`src/rtl/mem_arb.sv`:
```
// rtl/mem_arb.sv - fetch/data arbiter for single-ported 64Kx16 mem; optional store protection via MEM_ARB_WPROT_EN
module mem_arb #(
    parameter int          STARVE_LIMIT = 4,
    parameter int unsigned WPROT_TOP    = 16'h0100
) (
    input  logic        i_clk,
    input  logic        i_rst,
    input  logic        i_f_req,
    input  logic [15:0] i_f_addr,
    output logic        o_f_gnt,
    output logic        o_f_rvalid,
    output logic [15:0] o_f_rdata,
    input  logic        i_d_req,
    input  logic        i_d_we,
    input  logic [15:0] i_d_addr,
    input  logic [15:0] i_d_wdata,
    output logic        o_d_gnt,
    output logic        o_d_rvalid,
    output logic [15:0] o_d_rdata,
    output logic        o_d_err,
    output logic [15:0] o_m_addr,
    output logic [15:0] o_m_st_data,
    input  logic [15:0] i_m_ld_data
);

    localparam int SW = $clog2(STARVE_LIMIT + 1);
    localparam logic [SW-1:0] STREAK_MAX = SW'(STARVE_LIMIT);

    // Reject out-of-range configurations at elaboration.
    if (STARVE_LIMIT < 1 || STARVE_LIMIT > 15 || WPROT_TOP > 32'h0001_0000) begin : g_bad_param
        $error("mem_arb: STARVE_LIMIT must be 1..15 and WPROT_TOP at most 0x10000");
    end

    logic [SW-1:0] r_streak;
    logic          r_f_rvalid;
    logic [15:0]   r_f_rdata;
    logic          r_d_rvalid;
    logic [15:0]   r_d_rdata;

    logic          w_starved;
    logic          w_f_gnt;
    logic          w_d_gnt;
    logic          w_wprot_hit;
    logic [15:0]   w_m_addr;
    logic [15:0]   w_m_st_data;

    // Fetch wins a contended cycle only once the data port has used up its streak.
    always_comb begin
        w_starved = (r_streak == STREAK_MAX);
        w_f_gnt   = 1'b0;
        w_d_gnt   = 1'b0;
        if (!i_rst) begin
            w_f_gnt = i_f_req && (!i_d_req || w_starved);
            w_d_gnt = i_d_req && !(i_f_req && w_starved);
        end
    end

`ifdef MEM_ARB_WPROT_EN
    // A granted store into the protected low region still consumes the slot but is turned into a no-op.
    always_comb begin
        w_wprot_hit = w_d_gnt && i_d_we && ({16'h0000, i_d_addr} < WPROT_TOP);
    end
`else
    // Without protection no store is ever rejected.
    always_comb begin
        w_wprot_hit = 1'b0;
    end
`endif

    // mem writes every clock, so non-store cycles loop read data back and idle parks on address 0.
    always_comb begin
        w_m_addr    = 16'h0000;
        w_m_st_data = 16'h0000;
        if (w_f_gnt) begin
            w_m_addr    = i_f_addr;
            w_m_st_data = i_m_ld_data;
        end else if (w_d_gnt && !w_wprot_hit) begin
            w_m_addr    = i_d_addr;
            w_m_st_data = i_d_we ? i_d_wdata : i_m_ld_data;
        end
    end

    // Count consecutive data wins while fetch waits; saturate so fetch is forced through.
    always_ff @(posedge i_clk) begin
        if (i_rst) begin
            r_streak <= '0;
        end else if (w_f_gnt || !i_f_req) begin
            r_streak <= '0;
        end else if (w_d_gnt && !w_starved) begin
            r_streak <= r_streak + 1'b1;
        end
    end

    // Fetch response: one-cycle valid pulse, data held between grants.
    always_ff @(posedge i_clk) begin
        if (i_rst) begin
            r_f_rvalid <= 1'b0;
            r_f_rdata  <= 16'h0000;
        end else begin
            r_f_rvalid <= w_f_gnt;
            if (w_f_gnt) begin
                r_f_rdata <= i_m_ld_data;
            end
        end
    end

    // Data response: load data or zero on store acknowledge, held between grants.
    always_ff @(posedge i_clk) begin
        if (i_rst) begin
            r_d_rvalid <= 1'b0;
            r_d_rdata  <= 16'h0000;
        end else begin
            r_d_rvalid <= w_d_gnt;
            if (w_d_gnt) begin
                r_d_rdata <= i_d_we ? 16'h0000 : i_m_ld_data;
            end
        end
    end

`ifdef MEM_ARB_WPROT_EN
    logic r_d_err;

    // Error flag travels with the acknowledge of a rejected store.
    always_ff @(posedge i_clk) begin
        if (i_rst) begin
            r_d_err <= 1'b0;
        end else begin
            r_d_err <= w_wprot_hit;
        end
    end

    assign o_d_err = r_d_err;
`else
    assign o_d_err = w_wprot_hit;
`endif

    assign o_f_gnt     = w_f_gnt;
    assign o_d_gnt     = w_d_gnt;
    assign o_m_addr    = w_m_addr;
    assign o_m_st_data = w_m_st_data;
    assign o_f_rvalid  = r_f_rvalid;
    assign o_f_rdata   = r_f_rdata;
    assign o_d_rvalid  = r_d_rvalid;
    assign o_d_rdata   = r_d_rdata;

endmodule

```
`config.mk`:
```
export PLATFORM = sky130hd
export DESIGN_NAME = mem_arb
export DESIGN_NICKNAME = d
export VERILOG_FILES = /design/src/rtl/mem_arb.sv
export SDC_FILE = /design/constraint.sdc
export NUM_CORES = 1
export LEC_CHECK = 0
export ABC_AREA = 0
export BUFFER_PORTS_ARGS = -buffer_cell sky130_fd_sc_hd__buf_2
export CAP_MARGIN = 5
export CORE_MARGIN = 2
export CORE_UTILIZATION = 40
export CTS_CLUSTER_DIAMETER = 80
export DETAILED_ROUTE_END_ITERATION = 7
export PLACE_DENSITY = 0.79
export SLEW_MARGIN = 20
export SYNTH_ARGS = -nofsm -noshare
export SYNTH_HDL_FRONTEND = slang
export SYNTH_SLANG_ARGS = --single-unit
```
`constraint.sdc`:
```
create_clock -name i_clk -period 4.35 [get_ports i_clk]
set_input_delay 0.6525 -clock i_clk [delete_from_list [all_inputs] [get_ports i_clk]]
set_output_delay 0.6525 -clock i_clk [all_outputs]
set_load 0.01 [all_outputs]
```
# [After elaboration in Yosys (flattened, before gate mapping)]
# Index checks and enable logic that the tools add are counted.
# W data, S select, Z words.
[word_totals] output_inout_bits=69 in_bits=69 reg_bits=37
[classes] n_reduce_logical=11 n_addsub=1 eq_ne=1 mux=8
[ops] operator="$mux W16" n=6
[ops] operator="$logic_and A1 B1 Y1" n=4
[ops] operator="$logic_not A1 Y1" n=4
[ops] operator="$add A3 B1 Y3 const B" n=1
[ops] operator="$eq A3 B3 Y1 const B" n=1
[ops] operator="$logic_or A1 B1 Y1" n=2
[ops] operator="$mux W1" n=2
[ops] operator="$reduce_or A2 Y1" n=1

# [Longest topological paths before layout]
[logic_depth] depth_word=7 mapped_depth=8 ltp_nobuf=5

# [Least setup slack after synthesis]
# Ideal clock, no wire load.
[synth_path] path_type="input to output" from="input i_d_req" to="output o_m_addr[0]" path_buffers=3 required_ns=3.697 setup_slack_ns=2.110 t_arrival_ns=1.588 path_stages=6 cell_sequence="a21bo_1 -> buf_6 -> and2_4 -> buf_6 -> buf_6 -> a22o_1"
[synth_via] elab_chain_cells=5
[synth_rtl] element="start, declared" line_no="13" text="input logic i_d_req,"
[synth_rtl] element="$logic_not A1 Y1" line_no="53" text="w_f_gnt = i_f_req && (!i_d_req || w_starved);"
[synth_rtl] element="$logic_or A1 B1 Y1" line_no="53"
[synth_rtl] element="$logic_and A1 B1 Y1" line_no="53"
[synth_rtl] element="$mux W1" line_no="52" text="if (!i_rst) begin"
[synth_rtl] element="$mux W16 *" line_no="74" text="if (w_f_gnt) begin"
[synth_rtl] element="end, declared" line_no="21" text="output logic [15:0] o_m_addr,"
# Mark *: on every way between the ends. The rest lies on a longest branch, timed or not.

# [Worst setup path in the final report]
[layout_path] from="register r_streak[0]" to="output o_m_addr[12]"
[layout_via] elab_chain_cells=7
[layout_rtl] element="start, declared" line_no="34" text="logic [SW-1:0] r_streak;"
[layout_rtl] element="start signal, assigned" line_no="90" text="r_streak <= r_streak + 1'b1;"
[layout_rtl] element="$eq A3 B3 Y1 *" line_no="49" text="w_starved = (r_streak == STREAK_MAX);"
[layout_rtl] element="$logic_and A1 B1 Y1" line_no="54" text="w_d_gnt = i_d_req && !(i_f_req && w_starved);"
[layout_rtl] element="$logic_not A1 Y1" line_no="54"
[layout_rtl] element="$logic_and A1 B1 Y1" line_no="54"
[layout_rtl] element="$mux W1" line_no="52"
[layout_rtl] element="$mux W16" line_no="77" text="end else if (w_d_gnt && !w_wprot_hit) begin"
[layout_rtl] element="$mux W16 *" line_no="74"
# Marked as above.

==> results.py <==
metrics = {
    "placed_design": {
        "portBuffers": 136,
        "dp_hpwl_microns": 4222,
        "gp_congestion": 0.7125,
    },
    "grt": {
        "grt_max_degree": 36,
        "grt_pass1_vias": 1797,
        "met2_usage_pct": 34.33,
        "busiest_layer": "met2",
        "antenna_found_initial": 0,
        "gr-usage-met1_pct": 26.46,
        "use_met3_pct": 4.558,
        "grt-ovfl-total": 0,
        "grt_pass1_wl_microns": 8618,
        "gr-usage-all-layers_pct": 20.86,
    },
    "yosys": {
        "syn_inst": 213,
        "avgSynthCellArea_sq_um": 8.993,
        "synth_area_sq_um": 1916,
        "ys_ff_latch": 37,
        "yosysWarnings": 0,
        "mappedNetlistNets": 284,
        "synth_cell_types": 24,
        "seq_area_frac_synth_pct": 38.67,
    },
    "min_path": {
        "min_path_type": "reg2reg",
    },
    "critical_path": {
        "crit_chain": "inv_1 -> ha_1 -> nand3_1 -> and2_1 -> a22o_1 -> buf_2",
        "reg2reg_slack_ns": 1.80,
        "cp-end-kind": "primary output",
        "crit_arrival_ns": 2.71,
        "crit_path_end": "o_m_addr[12]",
        "cp.buffers_inverters": 2,
        "cp_top_family": "simple AND/OR/NAND/NOR gates",
        "cp.depth": 6,
        "critPathKind": "reg2out",
        "critPathMaxStageDelay_ns": 0.86,
        "cp-start-kind": "flip-flop",
        "rr_startpoint": "r_streak[0]$_SDFFE_PP0P_",
        "critPathLaunch": "r_streak[0]$_SDFFE_PP0P_",
        "r2r-end": "o_d_rdata[6]$_SDFFE_PP0N_",
        "worstPathRequired_ns": 3.70,
        "r2r_cells": 6,
        "crit_fanout": 26,
        "cpMaxStageDelayCell": "and2_1",
    },
    "clock_network": {
        "cts_inserted_buffers": 5,
        "cts-root-buf": "clkbuf_8",
        "cts.sink_count": 37,
        "htreeDepth": 2,
        "cts_tree": "yes",
        "clkTransAtPathRegs_ns": 0.07,
        "clk_latency_ns": 0.29,
        "cts_resized": 0,
        "cts_hold_buf": 0,
        "clockBufferDepth": 2,
        "post_cts_buffers": 0,
    },
    "timing": {
        "period_share_pct": 77.39,
        "max-slew-margin-rel_pct": 35.79,
        "timing.fmax_mhz": 297.0,
        "rsz0062_at_grt": "no",
        "drv_slew": 0,
        "skew_ns": 0.006141,
        "setup_tns_ns": 0,
        "finalSetupViolations": 0,
        "whs_ns": 0.4623,
        "worstMarginPinSlew_ns": 0.9631,
        "hold_viol": 0,
        "min_period_ns": 3.366,
    },
    "route": {
        "drt_iter0_markers": 137,
        "firstDrtPassIters": 4,
        "wl_per_cell_microns": 14.90,
        "avgViaCountPerCell": 5.284,
        "routed_wl_microns": 5783,
        "vias": 2050,
        "ant_nets": 0,
        "drc": 0,
    },
    "pwr": {
        "ir_worst_vdd_mv": 0.1508,
        "p_per_area_nw_per_um2": 284.1,
        "p_leak_uw": 0.001301,
    },
    "finish": {
        "layout.nets": 406,
        "drive_above_1_share_pct": 44.01,
        "diodes": 0,
        "syn_to_final_growth_pct": 36.25,
        "utilization_pct": 56.00,
    },
    "die": {
        "std_cell_rows": 25,
        "die_y_microns": 73.20,
        "initial_core_util_pct": 41.10,
        "die_w_microns": 73.20,
        "design.die.area_sq_um": 5358,
        "ioPinCount": 138,
        "core_area_sq_um": 4661,
    },
    "job": {
        "drv_cap": 0,
    },
    "run_status": {
        "status": "completed",
    },
}
state kept, by name, summed over array words and instances, names as in the netlist:
signal,cells
o_d_rdata,16
r_streak,3
o_f_rdata,16
o_f_rvalid,1
o_d_rvalid,1
cell type report:
type	count	area [sq um]
Fill cell	453	2051
Inverter	2	7.507
Multi-Input combinational cell	150	1017
Clock inverter	1	5.005
Timing Repair Buffer	139	703.2
Clock buffer	5	68.82
Tap cell	54	67.56
Sequential cell	37	740.7
metal layers:
| layer | up-vias | wire length (microns) |
|---|---|---|
| met2 | 79 | 2815 |
| met5 | - | 0 |
| met3 | 11 | 344 |
| met4 | 0 | 116 |
| li1 | 1014 | - |
| met1 | 946 | 2506 |
logic make-up (layout without fill, tap and decap cells):
family / Yosys count / after routing / synth area share [%]
flops: 37 / 37 / 38.67
compound gates: 67 / 67 / 24.56
other cells: 1 / 1 / 0.1958
buf+inv: 26 / 147 / 8.230
mux: 1 / 1 / 0.5226
fa+ha+maj: 2 / 2 / 1.306
simple gates: 79 / 79 / 26.52
worst register-to-register path, stage by stage (launching register included):
cell     delay, ns
dfxtp_1       0.34
inv_1         0.06
ha_1          0.23
nand3_1       0.54
and2_1        0.87
buf_4         0.31
o21ai_1       0.09
per-stage QoR:
step	instances	instance area (sq um)	setup slack [ns]	power, uW
after floorplan	213	1916	2.110	457.2
after global placement	382	2536	1.175	529.8
after detailed placement	382	2536	1.134	532.6
after CTS	388	2610	0.9906	748.3
after global routing	388	2610	0.8241	774.7
final	388	2610	0.9836	741.5
cells in the mapped netlist:
master / instances / area, sq um
a22o_1: 32 / 280.3
a31oi_2: 1 / 12.51
o21ai_0: 16 / 80.08
nor2_1: 2 / 7.510
nand2b_1: 34 / 212.7
buf_2: 6 / 30.03
conb_1: 1 / 3.750
mux2i_1: 1 / 10.01
and2_4: 1 / 8.760
and2_1: 3 / 18.77
buf_6: 5 / 56.30
nand3_1: 17 / 85.08
buf_4: 4 / 30.03
nand2_1: 1 / 3.750
ha_1: 2 / 25.02
dfxtp_1: 37 / 740.7
a21boi_0: 1 / 7.510
nor2b_1: 2 / 12.51
inv_1: 2 / 7.510
and3_1: 3 / 18.77
nand4b_1: 16 / 140.1
a21bo_1: 1 / 10.01
clkbuf_1: 9 / 33.78
o21ai_1: 16 / 80.08
worst min-delay path by stage:
stage | start | to | slack [ns] | cells past startpoint
after floorplan | o_d_rdata[5]$_SDFFE_PP0N_ | o_d_rdata[5]$_SDFFE_PP0N_ | 0.49 | 2
after global placement | o_d_rdata[9]$_SDFFE_PP0N_ | o_d_rdata[9]$_SDFFE_PP0N_ | 0.45 | 2
after detailed placement | o_d_rdata[7]$_SDFFE_PP0N_ | o_d_rdata[7]$_SDFFE_PP0N_ | 0.45 | 2
after CTS | o_d_rdata[7]$_SDFFE_PP0N_ | o_d_rdata[7]$_SDFFE_PP0N_ | 0.46 | 2
after global routing | o_d_rdata[0]$_SDFFE_PP0N_ | o_d_rdata[0]$_SDFFE_PP0N_ | 0.48 | 2
final | o_d_rdata[7]$_SDFFE_PP0N_ | o_d_rdata[7]$_SDFFE_PP0N_ | 0.46 | 2
report_power, final:
part           switching [uW]  internal (uW)
Sequential               8.21            355
Clock                     111            105
Combinational            84.4           77.3
cells in the final DEF (no fill, tap or decap), types with 5 or more instances in the layout:
| master | Yosys | final |
|---|---|---|
| buf_2 | 6 | 136 |
| dfxtp_1 | 37 | 37 |
| nand2b_1 | 34 | 34 |
| a22o_1 | 32 | 32 |
| nand3_1 | 17 | 17 |
| nand4b_1 | 16 | 16 |
| o21ai_1 | 16 | 16 |
| o21ai_0 | 16 | 16 |
| clkbuf_8 | 0 | 5 |
No activity file was read; power rests on OpenSTA's default activity.
